### src/rtl/exibe_soma_7seg_if.sv
// Signal bundle between the adder-side driver and the sum display stage.
interface exibe_soma_7seg_if;
  logic [3:0] soma;
  logic       cout;
  logic       carrega;
  logic       ocupado;
  logic       pronto;
  logic [3:0] bcd_dez;
  logic [3:0] bcd_uni;
  logic [6:0] seg;
  logic [1:0] an;

  modport master (
    output soma, cout, carrega,
    input  ocupado, pronto, bcd_dez, bcd_uni, seg, an
  );

  modport slave (
    input  soma, cout, carrega,
    output ocupado, pronto, bcd_dez, bcd_uni, seg, an
  );
endinterface

### src/rtl/exibe_soma_7seg.sv
// Captures the 5-bit adder result, converts it to two BCD digits with a
// serial shift-add-3 engine and multiplexes them onto a 2-digit
// common-anode 7-segment display.
//
// state    | meaning
// ---------+----------------------------------------------------------
// OCIOSO   | idle, waiting for carrega; BCD outputs hold last result
// CONVERTE | one shift-add-3 step per clock, 5 steps, then back idle
module exibe_soma_7seg #(
  parameter int REFRESH_CYCLES = 1000
) (
  input logic               clk,
  input logic               rst_n,
  exibe_soma_7seg_if.slave  bus
);

  localparam int CNT_W = $clog2(REFRESH_CYCLES);
  localparam logic [CNT_W-1:0] CNT_MAX = CNT_W'(REFRESH_CYCLES - 1);

  typedef enum logic {OCIOSO, CONVERTE} estado_t;

  estado_t     estado, prox_estado;
  logic [4:0]  v;
  logic [7:0]  scratch;
  logic [2:0]  passo;
  logic        pronto_r;
  logic [3:0]  dez_r, uni_r;
  logic        carregar, ultimo;
  logic [7:0]  ajustado;
  logic [12:0] deslocado;
  logic [CNT_W-1:0] cnt;
  logic        sel;

  function automatic logic [6:0] decodifica(input logic [3:0] d);
    case (d)
      4'd0:    decodifica = 7'b1000000;
      4'd1:    decodifica = 7'b1111001;
      4'd2:    decodifica = 7'b0100100;
      4'd3:    decodifica = 7'b0110000;
      4'd4:    decodifica = 7'b0011001;
      4'd5:    decodifica = 7'b0010010;
      4'd6:    decodifica = 7'b0000010;
      4'd7:    decodifica = 7'b1111000;
      4'd8:    decodifica = 7'b0000000;
      4'd9:    decodifica = 7'b0010000;
      default: decodifica = 7'b1111111;
    endcase
  endfunction

  // One double-dabble step: add 3 to any nibble >= 5, then shift left.
  always_comb begin
    ajustado = scratch;
    if (scratch[3:0] >= 4'd5) ajustado[3:0] = scratch[3:0] + 4'd3;
    if (scratch[7:4] >= 4'd5) ajustado[7:4] = scratch[7:4] + 4'd3;
    deslocado = {ajustado, v} << 1;
  end

  // State register.
  always_ff @(posedge clk or negedge rst_n) begin
    if (!rst_n) estado <= OCIOSO;
    else        estado <= prox_estado;
  end

  // Next-state and step control.
  always_comb begin
    prox_estado = estado;
    carregar    = 1'b0;
    ultimo      = 1'b0;
    case (estado)
      OCIOSO: begin
        if (bus.carrega) begin
          carregar    = 1'b1;
          prox_estado = CONVERTE;
        end
      end
      CONVERTE: begin
        if (passo == 3'd4) begin
          ultimo      = 1'b1;
          prox_estado = OCIOSO;
        end
      end
      default: prox_estado = OCIOSO;
    endcase
  end

  // Conversion datapath; results are only published on the final step.
  always_ff @(posedge clk or negedge rst_n) begin
    if (!rst_n) begin
      v        <= '0;
      scratch  <= '0;
      passo    <= '0;
      pronto_r <= 1'b0;
      dez_r    <= '0;
      uni_r    <= '0;
    end else begin
      pronto_r <= ultimo;
      if (carregar) begin
        v       <= {bus.cout, bus.soma};
        scratch <= '0;
        passo   <= '0;
      end else if (estado == CONVERTE) begin
        v       <= deslocado[4:0];
        scratch <= deslocado[12:5];
        passo   <= passo + 3'd1;
      end
      if (ultimo) begin
        dez_r <= deslocado[12:9];
        uni_r <= deslocado[8:5];
      end
    end
  end

  // Free-running refresh counter; digit select flips on every wrap.
  always_ff @(posedge clk or negedge rst_n) begin
    if (!rst_n) begin
      cnt <= '0;
      sel <= 1'b0;
    end else if (cnt == CNT_MAX) begin
      cnt <= '0;
      sel <= ~sel;
    end else begin
      cnt <= cnt + CNT_W'(1);
    end
  end

  // Display drive; tens digit is blanked when it is zero.
  always_comb begin
    bus.an  = 2'b10;
    bus.seg = decodifica(uni_r);
    if (sel) begin
      bus.an  = 2'b01;
      bus.seg = (dez_r == 4'd0) ? 7'b1111111 : decodifica(dez_r);
    end
  end

  assign bus.ocupado = (estado == CONVERTE);
  assign bus.pronto  = pronto_r;
  assign bus.bcd_dez = dez_r;
  assign bus.bcd_uni = uni_r;

endmodule

### src/flat_wrapper.sv
// flat-port wrapper written by rule: the top's interface ports become plain ports
module exibe_soma_7seg_flat 
#(
  parameter int REFRESH_CYCLES = 1000
)
  (clk, rst_n, bus_soma, bus_cout, bus_carrega, bus_ocupado, bus_pronto, bus_bcd_dez, bus_bcd_uni, bus_seg, bus_an);
  exibe_soma_7seg_if bus_i ();
  input logic clk;
  input logic rst_n;
  input wire logic [$bits(bus_i.soma)-1:0] bus_soma;
  input wire logic [$bits(bus_i.cout)-1:0] bus_cout;
  input wire logic [$bits(bus_i.carrega)-1:0] bus_carrega;
  output wire logic [$bits(bus_i.ocupado)-1:0] bus_ocupado;
  output wire logic [$bits(bus_i.pronto)-1:0] bus_pronto;
  output wire logic [$bits(bus_i.bcd_dez)-1:0] bus_bcd_dez;
  output wire logic [$bits(bus_i.bcd_uni)-1:0] bus_bcd_uni;
  output wire logic [$bits(bus_i.seg)-1:0] bus_seg;
  output wire logic [$bits(bus_i.an)-1:0] bus_an;
  assign bus_i.soma = bus_soma;
  assign bus_i.cout = bus_cout;
  assign bus_i.carrega = bus_carrega;
  assign bus_ocupado = bus_i.ocupado;
  assign bus_pronto = bus_i.pronto;
  assign bus_bcd_dez = bus_i.bcd_dez;
  assign bus_bcd_uni = bus_i.bcd_uni;
  assign bus_seg = bus_i.seg;
  assign bus_an = bus_i.an;
  exibe_soma_7seg #(.REFRESH_CYCLES(REFRESH_CYCLES)) u_core (.clk(clk), .rst_n(rst_n), .bus(bus_i));
endmodule
### config.mk
export PLATFORM = sky130hd
export DESIGN_NAME = exibe_soma_7seg_flat
export DESIGN_NICKNAME = d
export VERILOG_FILES = /design/src/rtl/exibe_soma_7seg_if.sv /design/src/rtl/exibe_soma_7seg.sv /design/src/flat_wrapper.sv
export SDC_FILE = /design/constraint.sdc
export NUM_CORES = 1
export LEC_CHECK = 0
export ABC_AREA = 1
export BUFFER_PORTS_ARGS = -buffer_cell sky130_fd_sc_hd__buf_4
export CAP_MARGIN = 20
export CORE_MARGIN = 1
export CORE_UTILIZATION = 35
export CTS_BUF_LIST = sky130_fd_sc_hd__clkbuf_4 sky130_fd_sc_hd__clkbuf_8 sky130_fd_sc_hd__clkbuf_16
export CTS_CLUSTER_SIZE = 20
export DETAILED_ROUTE_END_ITERATION = 8
export SYNTH_ARGS = -nofsm -noshare
export SYNTH_HDL_FRONTEND = slang
export SYNTH_SLANG_ARGS = --single-unit
### constraint.sdc
create_clock -name clk -period 1.1 [get_ports clk]
set_clock_uncertainty 0.05 [all_clocks]
set_input_delay 0.055 -clock clk [delete_from_list [all_inputs] [get_ports clk]]
set_output_delay 0.055 -clock clk [all_outputs]
set_load 0.03 [all_outputs]
# After elaboration in Yosys (flattened, before gate mapping)
# Memories as Yosys holds them, arrays and structs flattened.
# Cells that the tools add are included.
# W data, S select, Z words.
[word_totals] regBits=37 mem_bits_ro=224 out_inout_bits=19 mem_count=2
[memory_table] name="(no name shown)" depth=16 width=7 rd=1 rd_clocked_by_memory_dff=0 write_ports=0 line="exibe_soma_7seg.sv:35" text="case (d)"
[memory_table] name="(no name shown)" depth=16 width=7 rd=1 rd_clocked_by_memory_dff=0 write_ports=0 line="exibe_soma_7seg.sv:35"
[classes] add_sub_neg=4 n_lt_le_gt_ge=2 eq_ne=2 muxes=18 bitwise_logic=2 n_reduce_logical=2
[op_table] op="$mux W8" count=2
[op_table] op="$mux W7" count=2
[op_table] op="$add A10 B1 Y10 const B" count=1
[op_table] op="$eq A10 B10 Y1 const B" count=1
[op_table] op="$mux W10" count=1
[op_table] op="$mux W5" count=2
[op_table] op="$mux W3" count=3
[op_table] op="$ge A4 B3 Y1 const B" count=2
[op_table] op="$mux W1" count=5
[op_table] op="$add A4 B2 Y4 const B" count=1
[op_table] op="$logic_not A4 Y1" count=1
[op_table] op="$mux W4" count=1
[op_table] op="$add A3 B1 Y3 const B" count=1
[op_table] op="$add A3 B2 Y3 const B" count=1
[op_table] op="$eq A3 B3 Y1 const B" count=1
[op_table] op="$mux W2" count=1
[op_table] op="$not A1 Y1" count=2
[op_table] op="$pmux W1 S2" count=1
[op_table] op="$reduce_bool A2 Y1" count=1

# Logic depth before layout (Yosys ltp)
[depth] ltp_word=4 mapped_depth=8 ltp_nobuf=8

# Least setup slack after synthesis
# OpenSTA, ideal clock, no wires.
[synth_timing] path_type="reg2out" start="register u_core.dez_r[0] (netlist: u_core.bus.bcd_dez[0])" end="output bus_seg[3]" arrival_time_ns=1.653 required_ns=0.995 slack_ns=-0.658 stages_incl_launch_ff=8 path_cell_list="dfrtp_1 -> inv_1 -> ha_1 -> nand2_1 -> inv_1 -> nor2_1 -> nor2_1 -> nor2_1"
[synth_between] elab_chain_cells=3
[synth_rtl] item="start, declared" line="exibe_soma_7seg.sv:27" text="logic [3:0] dez_r, uni_r;"
[synth_rtl] item="start signal, assigned" line="exibe_soma_7seg.sv:107" text="dez_r <= deslocado[12:9];"
[synth_rtl] item="$mem_v2 Z16 W7 or $logic_not A4 Y1 (tied branches)"
[synth_rtl] item="$mux W7 (*)" line="exibe_soma_7seg.sv:132" text="bus.seg = (dez_r == 4'd0) ? 7'b1111111 : decodifica(dez_r);"
[synth_rtl] item="$mux W7 (*)" line="exibe_soma_7seg.sv:130" text="if (sel) begin"
[synth_rtl] item="end, declared" line="flat_wrapper.sv:17" text="output wire logic [$bits(bus_i.seg)-1:0] bus_seg;"
# Mark *: on every way between the ends. The rest lies on a longest branch, timed or not.

# Final worst setup path
[layout_timing] start="register u_core.dez_r[0] (netlist: u_core.bus.bcd_dez[0])" end="output bus_seg[2]"
# The elaborated chain is that of the path after synthesis.

==> results.txt <==
* Outcome: complete, but fails checks
- The checks that failed: negative setup slack.
- The first global-routing pass estimated 9250 µm of wire.
- Post-Synth Simple-Gate Area: 0.297
* Required time of the critical path: 1.00 ns
- Most common flop cell mapped by yosys: dfrtp_1
* Count leader, synth: nand2_1
- The total count of max-transition violations in the final report is 0.
- Remaining antenna violation count after routing: 0
- Of the total synthesized cell area, the portion taken by full adders, half adders and majority gates is 0.0969.
- The layer flagged by global routing as most heavily used is met2.
- The finished layout holds 460 standard cells, fillers aside.
- Global Route Usage Sum: 0.181
- Largest cells by area after synthesis: dfrtp_1 (42%), nand2_1 (12%), ha_1 (9.7%)
* Top cell type's share of synthesized area: 0.422
* Overall Power: 0.0104 W
- Number of nets in the final layout: 409
- TritonRoute pass-1 iters: 4
- Post-layout util: 0.624
- Initial antenna violation count: 0
- CP Launch Type: flip-flop
- Seq cells post-synth: 37
- After detailed routing, the average wire length per cell comes to ~13 µm.
* Headroom to the max-slew limit: 0.684
- The share of the synthesized area in compound gates (AO/OA/AOI/OAI) was 0.0917.
* Detail-routed via count per cell: 4.79
- Via count of the first global-routing pass: roughly 2,100
* Latest clock arrival within the worst-skew pair: 0.29 ns
* Count of unresolved DRC violations after routing: 0
* Sum of net half-perimeters after detailed placement: 3780 µm
- Synthesized instance count: between 200 and 300
- The commonest cells after synthesis are nand2_1 (73), dfrtp_1 (37), inv_1 (35), nor2_1 (35), nand3_1 (23).
* Input/output buffers: 26
* Final weighted congestion in routability-driven placement: a little under 0.9
* Final clock period utilization by the worst path: 1.52
* Total overflow reported by the global router: 0
- For this block, the initial DRC count from the detailed router was 72.
- Maximum clock rate: 0.598 GHz
- In this run the number of H-tree levels came out at 2.
- The number of nets in the synthesized netlist is 310.
- The synthesized netlist contains 27 unique library cells.
- For this block, the routed nets add up to 5830 µm of wire.
- For this design the ratio of total power to cell area is around 2800 nW/µm².
* Crit path DAT: 1.57 ns
* Post-layout worst setup margin: -0.572 ns
- From bottom edge to top edge, the die measures 81.2 µm.
- GRT met3 Usage: 0.0303
- Number of cells in the design after placement: 429
- At the pin with the least slew margin, the transition time is 0.474 ns.
- Global routing met2 resource utilization: 0.318
- Placeable core region: 5990 µm²
* Number of vias in the routed layout: 2,205
* Die area: 6590 µm²
- Pleak: 1.82 nW
- Max Fanout on Critical Path: 6
- The floorplan has 28 rows.
* Clock period minus final worst setup slack: 1.67 ns
- Initial core utilization: 0.367
- The cell sitting at the root of the clock tree is a clkbuf_8.
* Max-cap violations: 0
* Layout cell share with drive strength beyond 1: 0.577
* CTS tree: yes
- Summed over all instances, the cell type with the most area after synthesis is dfrtp_1.
- Synth warn: 0
- Final hold violations: 0
- Area growth from synthesis to layout: 70.1%
- The synthesized design contains 0 enable-type register cells.
- Maximum ir drop on the vdd rail: approximately 2 mV
- Main combinational cell family by area after synthesis: simple AND/OR/NAND/NOR gates
- Dividing the synthesized area by the synthesized cell count gives 7.70 µm².
- 27 I/O pins were placed.
- For the final routed database, the setup TNS stands at -7.80 ns.
- Of the synthesized area, sequential elements account for 0.422.
- Final setup violation count: 47
- The critical path in this run is classified as flip-flop to output port.
* Bufs on Longest Clock Path: 2
* Multiplexer area fraction after synthesis: 0.00456
- Antenna fix cells: 0
* CTS buffer count: 5
- Cell area after synthesis: 2200 µm²
* Die Width: roughly 80 µm
* Met1 usage in global routing: 0.212
- Clk slew on worst S/H paths: around 0.080 ns
- In this run the worst hold path is classified as primary input to flip-flop.
* CTS sink count: 37
* RSZ-0062 raised after global routing: true
- After synthesis, the share of flip-flops with an asynchronous set or reset is 1.00.
- Of the total synthesized cell area, the portion taken by XOR and XNOR cells is 0.0120.
- Type of destination of the critical path: output port
- Largest net degree at the start of global routing: 38
==> layout by cell type (no fill, tap or decap) <==
cell / instances
nand2_1: 52
dfrtp_2: 11
buf_6: 36
o21ai_2: 9
nor2_1: 18
dlygate4sd3_1: 6
nand2_4: 5
nand3b_1: 1
nand4_1: 3
clkbuf_8: 5
dfrtp_1: 26
o21a_2: 1
o211ai_1: 2
inv_4: 8
a21oi_2: 3
mux2i_1: 1
a21oi_1: 3
clkinv_2: 2
o21ai_1: 12
buf_4: 53
inv_2: 13
nand2_2: 18
nor2_2: 11
o21ai_4: 2
o22ai_2: 1
ha_1: 8
nand3_2: 15
clkbuf_4: 1
a31oi_1: 1
o21ai_0: 1
inv_1: 18
nor3_4: 2
nor2_4: 12
ha_2: 1
o22ai_1: 2
nand3_4: 5
ha_4: 8
nand3_1: 6
xor2_1: 3
==> per-stage QoR <==
step / hold slack [ns] / setup slack, ns / area, µm²
6_report: 0.0366 / -0.572 / 3740
5_1_grt: 0.0590 / -0.643 / 3740
4_1_cts: 0.0146 / -0.549 / 3450
3_5_place_dp: 0.000718 / -0.321 / 2900
3_3_place_gp: -0.00118 / -0.289 / 2900
2_1_floorplan: -0.291 / -0.260 / 2280
==> what timing repair did <==
action | 4_1_cts | 5_1_grt
pin swaps | 19 | 23
hold buffers | 6 | 0
endpoints found under the setup margin | 42 | 53
gates cloned | 0 | 0
resized for setup | 90 | 71
buffers inserted | 12 | 5
hold endpoints to repair | 42 | 0
==> critical path, cell delays in order (launching register included) <==
cell and delay, ns:
dfrtp_2 0.42, inv_4 0.07, ha_4 0.17, nand3_4 0.10, nand3_4 0.13, o21a_2 0.25
buf_6 0.13
==> path summary, 6_finish.rpt <==
path                                       start                     to  slack, ns  cells after the start
max                        u_core.bus.bcd_dez[0]             bus_seg[2]      -0.57                      6
min                                  bus_carrega        u_core.passo[2]       0.04                      4
max reg2reg                    u_core.scratch[0]  u_core.bus.bcd_dez[0]      -0.28                      8
min reg2reg                          u_core.v[2]            u_core.v[2]       0.45                      2
max in group asynchronous                  rst_n  u_core.bus.bcd_dez[0]       0.42                      2
min in group asynchronous                  rst_n          u_core.cnt[6]       0.21                      2
==> kinds of logic (layout without fill, tap and decap cells) <==
| family | count (synthesis) | after routing |
|---|---|---|
| flops | 37 | 37 |
| buf+inv | 42 | 142 |
| mux | 1 | 1 |
| compound gates | 37 | 37 |
| simple gates | 148 | 148 |
| xor+xnor | 3 | 3 |
| fa+ha+maj | 17 | 17 |
==> sequential cells by signal, indices dropped and copies added (netlist names) <==
signal,cells
u_core.bus.ocupado,1
u_core.cnt,10
u_core.bus.bcd_uni,4
u_core.sel,1
u_core.bus.pronto,1
u_core.v,5
u_core.scratch,8
u_core.passo,3
u_core.bus.bcd_dez,4
==> per-layer routing <==
metal	vias up	wire length [µm]	part of all wire
met4	0	114	0.020
met1	1028	2560	0.44
met2	56	2990	0.51
li1	1109	-	-
met5	-	0	0
met3	12	169	0.029
==> cell type report <==
type                            count  area, µm²
Clock buffer                        6       76.3
Sequential cell                    37        940
Inverter                           39        166
Multi-Input combinational cell    206       1590
Tap cell                           75       93.8
Fill cell                         490       2250
Clock inverter                      2       10.0
Timing Repair Buffer               95        863
==> power by group <==
part	switching, W	total (W)	internal [W]
clock network	0.000482	0.000946	0.000464
logic	0.00383	0.00713	0.00330
registers	0.000483	0.00230	0.00182
(Power assumes the default switching activity.)
